$ cat config.mk
export PLATFORM = sky130hd
export DESIGN_NAME = am_err_monitor
export DESIGN_NICKNAME = d
export VERILOG_FILES = /design/src/rtl/am_err_monitor.sv
export SDC_FILE = /design/constraint.sdc
export NUM_CORES = 1
export LEC_CHECK = 0
export BUFFER_PORTS_ARGS = -buffer_cell sky130_fd_sc_hd__buf_2
export CORE_MARGIN = 10
export CORE_UTILIZATION = 40
export CTS_CLUSTER_SIZE = 40
export DETAILED_ROUTE_END_ITERATION = 12
export PLACE_DENSITY_LB_ADDON = 0.2
export SLEW_MARGIN = 20
export SYNTH_ARGS = -nofsm -noshare
export SYNTH_HDL_FRONTEND = slang
export SYNTH_SLANG_ARGS = --single-unit
$ cat constraint.sdc
create_clock -name clk -period 6.7 [get_ports clk]
set_clock_uncertainty 0.05 [all_clocks]
set_input_delay 1.005 -clock clk [delete_from_list [all_inputs] [get_ports clk]]
set_output_delay 1.005 -clock clk [all_outputs]
set_load 0.05 [all_outputs]
$ cat src/rtl/am_err_monitor.sv
// am_err_monitor: error statistics for a stream of 8x8 approximate products.
// Each accepted sample recomputes the exact product and accumulates the signed
// error, absolute error, maximum absolute error and erroneous-sample count over
// a window of 2^N_LOG2 samples.
//
// Ports:
//   clk, rst_n         clock, asynchronous active-low reset
//   start              begin a window (honoured in IDLE or DONE only)
//   in_valid/in_ready  sample handshake; a transfer is in_valid && in_ready
//   x, y, z_approx     operands and approximate product
//   busy, done         busy in RUN/DRAIN, done level in DONE
//   sum_err            signed sum of (z_approx - x*y)
//   sum_abs_err        sum of |z_approx - x*y|
//   max_abs_err        largest |z_approx - x*y|
//   err_count          number of samples with z_approx != x*y
module am_err_monitor #(
  parameter int unsigned N_LOG2 = 8
) (
  input  logic                clk,
  input  logic                rst_n,
  input  logic                start,
  input  logic                in_valid,
  output logic                in_ready,
  input  logic [7:0]          x,
  input  logic [7:0]          y,
  input  logic [15:0]         z_approx,
  output logic                busy,
  output logic                done,
  output logic [16+N_LOG2:0]  sum_err,
  output logic [15+N_LOG2:0]  sum_abs_err,
  output logic [15:0]         max_abs_err,
  output logic [N_LOG2:0]     err_count
);

  typedef enum logic [1:0] {StIdle, StRun, StDrain, StDone} state_e;

  localparam logic [N_LOG2:0] CntOne  = {{N_LOG2{1'b0}}, 1'b1};
  localparam logic [N_LOG2:0] LastCnt = {1'b0, {N_LOG2{1'b1}}};

  state_e            state_q;
  logic [N_LOG2:0]   cnt_q;
  logic              in_ready_q;
  logic              busy_q;
  logic              done_q;

  logic              s1_valid_q;
  logic [16:0]       e_q;
  logic [15:0]       a_q;
  logic              nz_q;

  logic [16+N_LOG2:0] sum_err_q;
  logic [15+N_LOG2:0] sum_abs_err_q;
  logic [15:0]        max_abs_err_q;
  logic [N_LOG2:0]    err_count_q;

  logic              xfer;
  logic              clear;
  logic [15:0]       prod;
  logic [16:0]       err;
  logic [16:0]       err_neg;
  logic [15:0]       abs_err;

  assign xfer  = in_valid & in_ready_q;
  assign clear = start & ((state_q == StIdle) | (state_q == StDone));

  always_comb begin
    prod    = 16'(x) * 16'(y);
    err     = {1'b0, z_approx} - {1'b0, prod};
    err_neg = 17'd0 - err;
    // Magnitude fits 16 bits: positive max 65535, negative max 65025.
    abs_err = err[16] ? err_neg[15:0] : err[15:0];
  end

  // Control FSM; in_ready/busy/done are registered alongside the state.
  always_ff @(posedge clk or negedge rst_n) begin
    if (!rst_n) begin
      state_q    <= StIdle;
      cnt_q      <= '0;
      in_ready_q <= 1'b0;
      busy_q     <= 1'b0;
      done_q     <= 1'b0;
    end else begin
      unique case (state_q)
        StIdle, StDone: begin
          if (start) begin
            state_q    <= StRun;
            cnt_q      <= '0;
            in_ready_q <= 1'b1;
            busy_q     <= 1'b1;
            done_q     <= 1'b0;
          end
        end
        StRun: begin
          if (xfer) begin
            cnt_q <= cnt_q + CntOne;
            if (cnt_q == LastCnt) begin
              state_q    <= StDrain;
              in_ready_q <= 1'b0;
            end
          end
        end
        StDrain: begin
          // Stage 1 empty means the last sample has been accumulated.
          if (!s1_valid_q) begin
            state_q <= StDone;
            busy_q  <= 1'b0;
            done_q  <= 1'b1;
          end
        end
      endcase
    end
  end

  // Two-stage datapath: stage 1 captures error terms, stage 2 accumulates.
  always_ff @(posedge clk or negedge rst_n) begin
    if (!rst_n) begin
      s1_valid_q    <= 1'b0;
      e_q           <= '0;
      a_q           <= '0;
      nz_q          <= 1'b0;
      sum_err_q     <= '0;
      sum_abs_err_q <= '0;
      max_abs_err_q <= '0;
      err_count_q   <= '0;
    end else begin
      s1_valid_q <= xfer;
      if (xfer) begin
        e_q  <= err;
        a_q  <= abs_err;
        nz_q <= |err;
      end
      // clear only fires in IDLE/DONE where stage 1 is always empty.
      if (clear) begin
        sum_err_q     <= '0;
        sum_abs_err_q <= '0;
        max_abs_err_q <= '0;
        err_count_q   <= '0;
      end else if (s1_valid_q) begin
        sum_err_q     <= sum_err_q + {{N_LOG2{e_q[16]}}, e_q};
        sum_abs_err_q <= sum_abs_err_q + {{N_LOG2{1'b0}}, a_q};
        err_count_q   <= err_count_q + {{N_LOG2{1'b0}}, nz_q};
        if (a_q > max_abs_err_q) begin
          max_abs_err_q <= a_q;
        end
      end
    end
  end

  assign in_ready    = in_ready_q;
  assign busy        = busy_q;
  assign done        = done_q;
  assign sum_err     = sum_err_q;
  assign sum_abs_err = sum_abs_err_q;
  assign max_abs_err = max_abs_err_q;
  assign err_count   = err_count_q;

endmodule

==> results by group <==
Outcome
  – Status: finished, final reports clean

Global routing
  – Gr usage total: around 16%
  – Gr ovfl total: 0
  – Initial antenna violation count: 0
  – First-pass GRT wire length: ~44000 um
  – Largest net degree at the start of global routing: 66
  – Number of global-route vias before repair: 8708

Worst setup path
  – Worst Path Buf+Inv: 4
  – Reg2Reg Setup Slack: approximately 3.1 ns
  – CP cell instances: buf_2, and2_1, fa_1, inv_1, fa_1, fa_1, inv_1, fa_1, inv_1, ha_1, a31o_2, a21oi_1, a31o_2, xnor2_1, or4_4, nor4_2, nand3_1, nor4_1, o21ai_0
  – Worst flop-to-flop path startpoint: e_q[0]
  – Crit path launch type: input pin
  – Worst Setup Path Type: input pin to register
  – FF-to-FF End: sum_err[24]
  – Register-to-Register Path Depth: 12
  – CP max-delay cell: or4_4
  – Crit path top cell by count: fa_1
  – Crit path DAT: between 6 and 7 ns
  – CP Data Required Time: between 6 and 7 ns
  – Worst path max stage delay: 0.59 ns
  – Critical path capture point type: register
  – Max FO, Critical Path: 11
  – CP top delay family: adder cells

Yosys
  – Post-synth top flop: dfrtp_1
  – Distinct cells, synth: 78
  – Synth warnings: 0
  – Register area share after synthesis: between 20% and 30%
  – Net count after synthesis: about 1400
  – Yosys reg bits: between 100 and 150
  – Syn Area/Cell: just under 9 um2
  – Number of synthesized flops with an enable pin: 0
  – Synthesized cell area: 10600 um2
  – Syn Inst Count: roughly 1200
  – Post-synth ARST share: 100%

CTS
  – CTS root buffer: clkbuf_16
  – CTS sink cnt: 122
  – Post-CTS setup buffers: 0
  – Clock Pin Slew Worst Setup and Hold Paths: 0.06 ns
  – CTS Buf Count: 17
  – Post-cts sizing count: 0
  – CTS tree: built
  – H-tree depth: 4
  – CTS Hold Buffers Added: 0
  – CTS max path bufs: 2
  – Latest clock arrival within the worst-skew pair: 0.42 ns

Timing
  – Max Slew Vio Count: 0
  – Post-layout minimum cycle time: around 5.8 ns
  – Final period util: ~87%
  – Max frequency: roughly 170 MHz
  – Worst slew pin tran: 0.984 ns
  – Unrepaired setup endpoints after global routing: false
  – Final TNS setup: 0 ns
  – Relative slew slack: roughly a third
  – # setup viols final: 0
  – Count of final hold-check violations: 0

Final layout
  – Layout Utilization: 46.3%
  – Multi-input logic area: a little under 7000 um2
  – Area grow syn2layout: 13.7%
  – N_diodes: 0
  – Final Non-Filler Cells: about 1700
  – Final net count: around 1500
  – Share of cells above drive strength 1: 13.8%
  – Sequential cell area: 3050 um2
  – # fillers: 2601

Drt
  – DR iter-0 viols: about 400
  – Vias: approximately 8600
  – DR WL/cell: between 15 and 20 um
  – Total Wirelength: roughly 26000 um
  – # DRC: 0
  – Via density: about 5.2
  – Post-route ant nets: 0
  – DRT Pass-1 Iters: 4

Floorplan
  – FP Rows: slightly below 60
  – Initial Utilization: 40.7%
  – Core Region: approximately 26000 um2
  – Die H: between 150 and 200 um
  – Die Width: between 150 and 200 um
  – Io pins: about 110
  – Die area: about 34000 um2

Hold path
  – Hold Path Class: register to register
  – Hold_sp: e_q[15]
  – Hold depth: 2
  – Min-Delay Endpoint: e_q[15]

Power and ir drop
  – Peak supply drop: 0.186 mV
  – Leakage: 6.08 nW
  – PD cells: ~570 nW/um2
  – Total power: just under 7 mW

Flow run
  – Max-cap viol count: 0

Place
  – Placed Cells: 1622
  – IO Port Bufs: 112
  – Routability cong.: just under 0.9
  – Dpl hpwl: around 21000 um
==> cell type report <==
| class | count | area share [%] |
|---|---|---|
| clock buffer | 17 | 3.52 |
| clock inverter | 15 | 1.18 |
| inverter | 139 | 4.31 |
| multi-input combinational | 906 | 57.1 |
| sequential | 122 | 25.3 |
| tap | 335 | 3.47 |
| timing repair buffer | 120 | 5.15 |
==> cells in the final DEF (no fill, tap or decap), types with 4 or more instances in the layout <==
| cell | count |
|---|---|
| nand4_1 | 13 |
| buf_4 | 9 |
| nor2b_1 | 16 |
| and2_1 | 39 |
| ha_1 | 105 |
| a211oi_1 | 12 |
| a31oi_1 | 5 |
| o31ai_1 | 8 |
| or3_1 | 7 |
| xor2_1 | 17 |
| o21ai_0 | 59 |
| clkbuf_16 | 17 |
| nor3b_1 | 4 |
| dfrtp_1 | 121 |
| nand2_1 | 133 |
| a31o_2 | 4 |
| xnor2_1 | 43 |
| nand3b_1 | 5 |
| fa_1 | 51 |
| a21oi_1 | 53 |
| nand3_1 | 24 |
| inv_6 | 5 |
| mux2i_1 | 47 |
| buf_2 | 111 |
| o21a_1 | 13 |
| o21ai_1 | 8 |
| nand2b_1 | 7 |
| clkinvlp_4 | 5 |
| o211ai_1 | 12 |
| o21bai_1 | 8 |
| nor4_1 | 5 |
| and3_1 | 5 |
| nor2_1 | 104 |
| a21o_1 | 20 |
| nor3_1 | 17 |
| inv_1 | 139 |
==> registers in the layout, summed over array words and instances (netlist names) <==
signal       cells
a_q             15
busy             1
cnt_q            9
done             1
e_q             17
err_count        9
in_ready         1
max_abs_err     16
nz_q             1
s1_valid_q       1
state_q          2
sum_abs_err     24
sum_err         25
==> report_power, final <==
group          internal, mW  total, mW  leakage [nW]  switching [mW]
logic                  1.79       4.73          4.26            2.94
clock network         0.516      0.889         0.263           0.373
registers              1.02       1.30          1.56           0.282
total                  3.32       6.92          6.08            3.60
==> through the flow <==
step / worst slack, ns / hold slack (ns) / cell area, um2
6_report: 0.875 / 0.438 / 12100
5_1_grt: 0.620 / 0.466 / 12100
4_1_cts: 0.895 / 0.442 / 12100
3_5_place_dp: 0.451 / 0.427 / 11500
3_3_place_gp: 0.508 / 0.423 / 11500
2_1_floorplan: 0.755 / 0.400 / 10600
==> worst min-delay path, delay by kind of cell, from the launching register on <==
family           cells  cell delay, ns
flip-flops           1            0.35
AND/OR/NAND/NOR      2            0.11
==> synth_stat cells, types with 5 or more instances <==
cell        n  share of area (%)
inv_1     139                4.9
nand2_1   134                4.7
dfrtp_1   122                 29
ha_1      105                 12
nor2_1    104                3.7
o21ai_0    59                2.8
a21oi_1    53                2.5
fa_1       51                9.6
mux2i_1    47                4.4
xnor2_1    43                3.5
and2_1     40                2.4
nand3_1    24                1.1
clkbuf_1   23               0.81
a21o_1     20                1.4
nor3_1     17               0.80
xor2_1     17                1.4
nor2b_1    16               0.94
nand4_1    13               0.76
o21a_1     13               0.92
a211oi_1   12               0.85
o211ai_1   12               0.85
o21ai_1     8               0.38
o21bai_1    8               0.56
o31ai_1     8               0.56
nand2b_1    7               0.41
or3_1       7               0.41
a31oi_1     5               0.29
and3_1      5               0.29
nand3b_1    5               0.35
nor4_1      5               0.29
==> cell families (layout without fill, tap and decap cells) <==
| logic type | after synthesis | in the layout | share of synthesized area, % |
|---|---|---|---|
| flip-flops | 122 | 122 | 28.7 |
| XOR/XNOR | 60 | 60 | 4.94 |
| multiplexers | 49 | 49 | 4.63 |
| AO/OA/AOI/OAI | 240 | 240 | 15.1 |
| adder cells (fa/ha/maj) | 156 | 156 | 21.9 |
| buffers and inverters | 174 | 291 | 6.43 |
| AND/OR/NAND/NOR | 401 | 401 | 18.3 |
==> metal layers <==
layer  GRT usage (%)  wire length (um)  vias up  part of all wire [%]
met5               0                 0        -                     0
li1                -                 -     4312                     -
met2            26.9             12600      143                    47
met3            2.31               869       18                   3.3
met1            20.9             12600     4105                    48
met4            4.39               378        0                   1.4
==> worst max-delay path by stage <==
stage | startpoint | endpoint | slack, ns | cells after the start
floorplan | x[2] | a_q[15] | 0.76 | 19
global placement | y[1] | nz_q | 0.51 | 19
detailed placement | x[3] | a_q[3] | 0.45 | 19
CTS | x[3] | a_q[3] | 0.89 | 19
global route | y[1] | nz_q | 0.62 | 19
finish | y[1] | nz_q | 0.87 | 19
Power figures use the tool's default switching activity.
